[src/rtl/if_stage.sv]
// if_stage: instruction fetch stage driving the instruction ROM and the IF/ID register.
// Handles stall, branch redirect (held pending across stall_if) and flush.
module if_stage #(
    parameter int                ADDR_W   = 32,
    parameter int                INST_W   = 32,
    parameter logic [ADDR_W-1:0] RESET_PC = '0
) (
    input  logic              clk,
    input  logic              rst,
    input  logic              stall_if,
    input  logic              stall_id,
    input  logic              branch_flag,
    input  logic [ADDR_W-1:0] branch_target,
    input  logic              flush,
    input  logic [ADDR_W-1:0] flush_pc,
    output logic              rom_ce,
    output logic [ADDR_W-1:0] rom_addr,
    input  logic [INST_W-1:0] rom_inst,
    output logic [ADDR_W-1:0] id_pc,
    output logic [INST_W-1:0] id_inst,
    output logic              id_valid,
    output logic              misalign_err
);
    typedef enum logic {IDLE, RUN} state_t;
    state_t            state, state_n;
    logic [ADDR_W-1:0] pc, pc_n, id_pc_n, pend_target, pend_target_n, target;
    logic [INST_W-1:0] id_inst_n;
    logic              id_valid_n, pend_valid, pend_valid_n, misalign_n;
    // A fresh branch takes precedence over an older pending one
    assign target   = branch_flag ? {branch_target[ADDR_W-1:2], 2'b00} : pend_target;
    assign rom_addr = pc;
    assign rom_ce   = state == RUN;
    always_comb begin
        state_n       = state;
        pc_n          = pc;
        id_pc_n       = id_pc;
        id_inst_n     = id_inst;
        id_valid_n    = id_valid;
        pend_valid_n  = pend_valid;
        pend_target_n = pend_target;
        misalign_n    = 1'b0;
        if (state == IDLE) begin
            state_n = RUN;
        end else if (flush) begin
            pc_n         = {flush_pc[ADDR_W-1:2], 2'b00};
            id_inst_n    = '0;
            id_valid_n   = 1'b0;
            pend_valid_n = 1'b0;
            misalign_n   = |flush_pc[1:0];
        end else begin
            misalign_n = branch_flag & |branch_target[1:0];
            if (branch_flag || pend_valid) begin
                pc_n          = stall_if ? pc : target;
                pend_valid_n  = stall_if;
                pend_target_n = stall_if ? target : pend_target;
                id_inst_n     = stall_id ? id_inst : '0;
                id_valid_n    = stall_id & id_valid;
            end else if (stall_if) begin
                id_inst_n  = stall_id ? id_inst : '0;
                id_valid_n = stall_id & id_valid;
            end else if (!stall_id) begin
                pc_n       = pc + ADDR_W'(4);
                id_pc_n    = pc;
                id_inst_n  = rom_inst;
                id_valid_n = 1'b1;
            end
        end
    end
    always_ff @(posedge clk) begin
        if (rst) begin
            state        <= IDLE;
            pc           <= RESET_PC;
            id_pc        <= '0;
            id_inst      <= '0;
            id_valid     <= 1'b0;
            pend_valid   <= 1'b0;
            pend_target  <= '0;
            misalign_err <= 1'b0;
        end else begin
            state        <= state_n;
            pc           <= pc_n;
            id_pc        <= id_pc_n;
            id_inst      <= id_inst_n;
            id_valid     <= id_valid_n;
            pend_valid   <= pend_valid_n;
            pend_target  <= pend_target_n;
            misalign_err <= misalign_n;
        end
    end
endmodule
[config.mk]
export PLATFORM = sky130hd
export DESIGN_NAME = if_stage
export DESIGN_NICKNAME = d
export VERILOG_FILES = /design/src/rtl/if_stage.sv
export SDC_FILE = /design/constraint.sdc
export NUM_CORES = 1
export LEC_CHECK = 0
export CORE_UTILIZATION = 40
export CTS_CLUSTER_DIAMETER = 40
export CTS_CLUSTER_SIZE = 24
export DETAILED_ROUTE_END_ITERATION = 10
export MAX_ROUTING_LAYER = met4
export PLACE_DENSITY = 0.82
export REMOVE_ABC_BUFFERS = 1
export SETUP_SLACK_MARGIN = 0.15
export SYNTH_ARGS = -nofsm -noshare
export SYNTH_HDL_FRONTEND = slang
export SYNTH_SLANG_ARGS = --single-unit
[constraint.sdc]
create_clock -name clk -period 2.15 [get_ports clk]
set_input_delay 0.3225 -clock clk [delete_from_list [all_inputs] [get_ports clk]]
set_output_delay 0.3225 -clock clk [all_outputs]
set_load 0.05 [all_outputs]
; Word-level counts from Yosys, hierarchy flattened
; Index checks and enable logic that the tools add are counted.
[totals]
input_bits = 102
output_inout_bits = 99
register_bits = 132
elab_cells = 48
[op_classes]
reduce_logical = 10
n_mux = 19
bitwise = 7
add_sub_neg = 1
eq_ne = 3
[op_table]
columns = op, n
row1 = $mux 32, 11
row2 = $add 32x3->32 const B, 1
row3 = $mux 1, 8
row4 = $reduce_or 2->1, 3
row5 = $not 1->1, 5
row6 = $reduce_and 5->1, 1
row7 = $ne 4x2->1 const B, 1
row8 = $reduce_and 2->1, 2
row9 = $reduce_and 4->1, 1
row10 = $ne 3x1->1 const B, 1
row11 = $reduce_and 3->1, 1
row12 = $and 1x1->1, 2
row13 = $ne 2x1->1 const B, 1
row14 = $reduce_bool 2->1, 1
row15 = $logic_or 1x1->1, 1

; Logic depth before layout (Yosys ltp)
[depth]
depth_word = 5
mapped_depth = 9
depth_no_buf = 6

; Worst setup path before layout
; OpenSTA, ideal clock, no wires.
[synth_timing]
path_kind = register -> register
startpoint = register pc[4], in the netlist rom_addr[4]
endpoint = register pc[31], in the netlist rom_addr[31]
n_path_buf = 1
arrival_time_ns = 2.230
synth_period_minus_slack_ns = 2.353
required_time_ns = 2.027
path_stages_with_launch = 7
setup_ns = 0.123
setup_slack_ns = -0.203
cell_sequence = dfxtp_1 > buf_2 > nand3_2 > or4_4 > nor3_1 > nand4_1 > mux2_1
[synth_between]
elab_chain_cells = 5
[synth_lines]
columns = item, line
row1 = from (decl), 26  ; logic [ADDR_W-1:0] pc, pc_n, id_pc_n, pend_target, pend_target_n, target;
row2 = from (signal assigned), 81  ; pc <= pc_n;
row3 = $add 32x3->32, 62  ; pc_n = pc + ADDR_W'(4);
row4 = $mux 32, 61  ; end else if (!stall_id) begin
row5 = $mux 32, 58  ; end else if (stall_if) begin
row6 = $mux 32, 52  ; if (branch_flag || pend_valid) begin
row7 = $mux 32, 44  ; end else if (flush) begin
; No other way between the ends. The select of a mux whose other input is x is not followed.
; A chain may end at the register's enable or synchronous reset.

; Final worst setup path
[layout_timing]
startpoint = register pc[28], in the netlist rom_addr[28]
endpoint = output rom_addr[28]
[layout_lines]
columns = item, line
row1 = to (decl), 17  ; output logic [ADDR_W-1:0] rom_addr,
; No word-level cell between the ends.

==> impl_metrics.ini <==
[cts]
cts_root_buffer = clkbuf_16
cts_tree = yes
clkSinkCount = 132
clk_latency_ns = 0.43
cts-hold-fix-buffers = 0
cts_buffers = 17
cts_max_level = 4
cts.path.max_buffers = 2
clkSlewWorstSetupHoldPaths_ns = 0.06

[critical_path]
cp.arrival_ns = 1.64
critPathSlowestCell = clkdlybuf4s50_1
cp-start-kind = flop
critPathCaptureType = primary output
cp.required_ns = 1.83
max_stage_delay_ns = 0.82
path_class = flop to primary output
crit_path_cell_trace = clkdlybuf4s50_1
crit_family = buffers and inverters
crit_buf_inv = 1
r2r_cells = 5
worstSetupPathDepth = 1
crit_fanout = 4

[finish]
fin_area_sq_um = 9460
mostFrequentLayoutCells = 222 x nand2_1, 168 x clkdlybuf4s50_1, 139 x a21oi_1
fin_nets = 1154
finish.utilization_pct = 62.2
drive_above_1_share_pct = 11.8
area_growth_pct = 51.7
nFillCells = 1326
layout_commonest_cell = nand2_1
diodes = 0

[route]
via_count = 7016
totalWireLength_mm = 21.9
wire_per_inst_um = 17.5
dr.pass1.iters = 8
drt_iter0_drc = 607
drc_errors = 0
ant_nets = 0
via_per_inst = 5.60

[grt]
antenna_found_initial = 0
grt_pass1_vias = 6497
grt_usage_pct = 28.0
grt_max_degree = 63
grt_pass1_wl_mm = 34.2
grt.overflow.total = 0

[power_and_ir_drop]
combPwrFrac_pct = 16.2
p_switching_mw = 1.85
total_power_mw = 6.83
p_leak_nw = 3.50
p_int_mw = 4.98
vdd_drop_max_mv = 0.569
p_per_area_nw_per_um2 = 722
swShare_pct = 27.1
pwr-share-seq_pct = 38.1
p_clk_share_pct = 45.7

[sta]
fin_skew_ns = 0.00523
slew_violations = 0
final-hold-violation-count = 0
period_share_pct = 91.4
max_slew_margin_pct = 48.8
setup_viol = 0
rsz0062_at_grt = true
tightest_slew_ns = 0.758
finalCriticalPeriod_ns = 1.97
max_freq_ghz = 0.509

[placement]
hpwlAfterDp_mm = 15.6
placed_cell_area_sq_um = 8810
globalplace.congestion = 0.915
portBuffers = 200

[logic_synthesis]
synthArstFlopShare_pct = 0
synth_warnings = 0
yosysSeqAreaShare_pct = 42.4
synth-edff-count = 0
ys_types = 61
synthCells = 834
synth_ff_type = dfxtp_1
ys_ff_latch = 132
synth_area_sq_um = 6240
syn_avg_cell_area_sq_um = 7.48

[floorplanning]
die_area_sq_um = 16100
core-area_sq_um = 15200
num_rows = 45
ios = 201
die_h_um = 127
start_util_pct = 41.0
fp.dieW_um = 127

[status]
status = finished, final reports clean

[hold_path]
holdPathStages = 2
min_path_type = input port to flop

[flow_run]
cap_violations = 0
sequential cells by signal, indices dropped and copies added (netlist names):
signal / flops
rom_ce: 1
pend_target: 32
rom_addr: 32
id_pc: 32
pend_valid: 1
id_valid: 1
id_inst: 32
misalign_err: 1
cell usage after synthesis, types with 8 or more instances:
| cell | instances | area [sq um] |
|---|---|---|
| clkbuf_1 | 49 | 184 |
| o211ai_1 | 9 | 67.6 |
| and3_1 | 17 | 106 |
| a211oi_1 | 9 | 67.6 |
| buf_2 | 11 | 55.1 |
| a21oi_1 | 139 | 696 |
| inv_1 | 13 | 48.8 |
| o21ai_0 | 22 | 110 |
| nand4_1 | 14 | 87.6 |
| nand3_1 | 19 | 95.1 |
| buf_1 | 8 | 30.0 |
| nor2_1 | 28 | 105 |
| dfxtp_1 | 132 | 2640 |
| nor3_1 | 20 | 100 |
| nand2_1 | 222 | 833 |
| nand2b_1 | 12 | 75.1 |
power by group through the flow:
stage          combinational, mW  sequential (mW)  clock [mW]
2_1_floorplan              0.272             2.86           0
3_3_place_gp                1.10             2.65           0
3_5_place_dp                1.11             2.65           0
4_1_cts                     1.09             2.59        3.13
5_1_grt                     1.17             2.61        3.24
6_report                    1.11             2.60        3.12
path summary, 6_finish.rpt:
path	from	endpoint	slack, ns
worst min register to register	pend_target[1]	pend_target[1]	0.45
worst min-delay path	rst	rom_addr[9]	0.31
worst max-delay path	rom_addr[28]	rom_addr[28]	0.18
worst max register to register	rom_addr[6]	rom_addr[31]	0.23
metrics by stage:
step	setup WS, ns	hold WS, ns	setup TNS, ns	std cells
floorplan	-0.664	0.386	-42.65	766
global placement	-0.0770	0.436	-0.287	1219
detailed placement	-0.119	0.438	-1.27	1219
CTS	0.153	0.292	0	1251
global route	0.118	0.323	0	1252
finish	0.184	0.313	0	1252
cell families (layout without fill, tap and decap cells):
kind of cell | count (synthesis) | in the layout | share of synthesized area [%]
and+or+nand+nor | 373 | 373 | 27.5
AOI/OAI and AO/OA | 230 | 230 | 22.3
DFF | 132 | 132 | 42.4
buffers and inverters | 81 | 311 | 5.10
xor gates and xnor gates | 10 | 10 | 1.40
muxes | 7 | 7 | 1.14
adders and majority gates | 1 | 1 | 0.201
layer usage:
metal / track usage, % / up-vias / routed length, um
met5: - / - / 0
li1: - / 3365 / -
met4: 12.7 / 0 / 690
met3: 5.44 / 63 / 1780
met1: 35.2 / 3256 / 9240
met2: 43.3 / 332 / 10100
layout make-up:
class,count,area [sq um],area share (%)
Clock buffer,19,453,4.79
Clock inverter,13,181,1.92
Inverter,13,48.8,0.516
Multi-Input combinational cell,621,3330,35.2
Sequential cell,132,2650,28.0
Tap cell,188,235,2.49
Timing Repair Buffer,266,2570,27.1
timing repair:
action	4_1_cts	5_1_grt
gates resized for setup	30	14
pin swaps	0	1
setup endpoints to repair	32	23
buffers inserted	0	1
No activity file was read; power rests on OpenSTA's default activity.
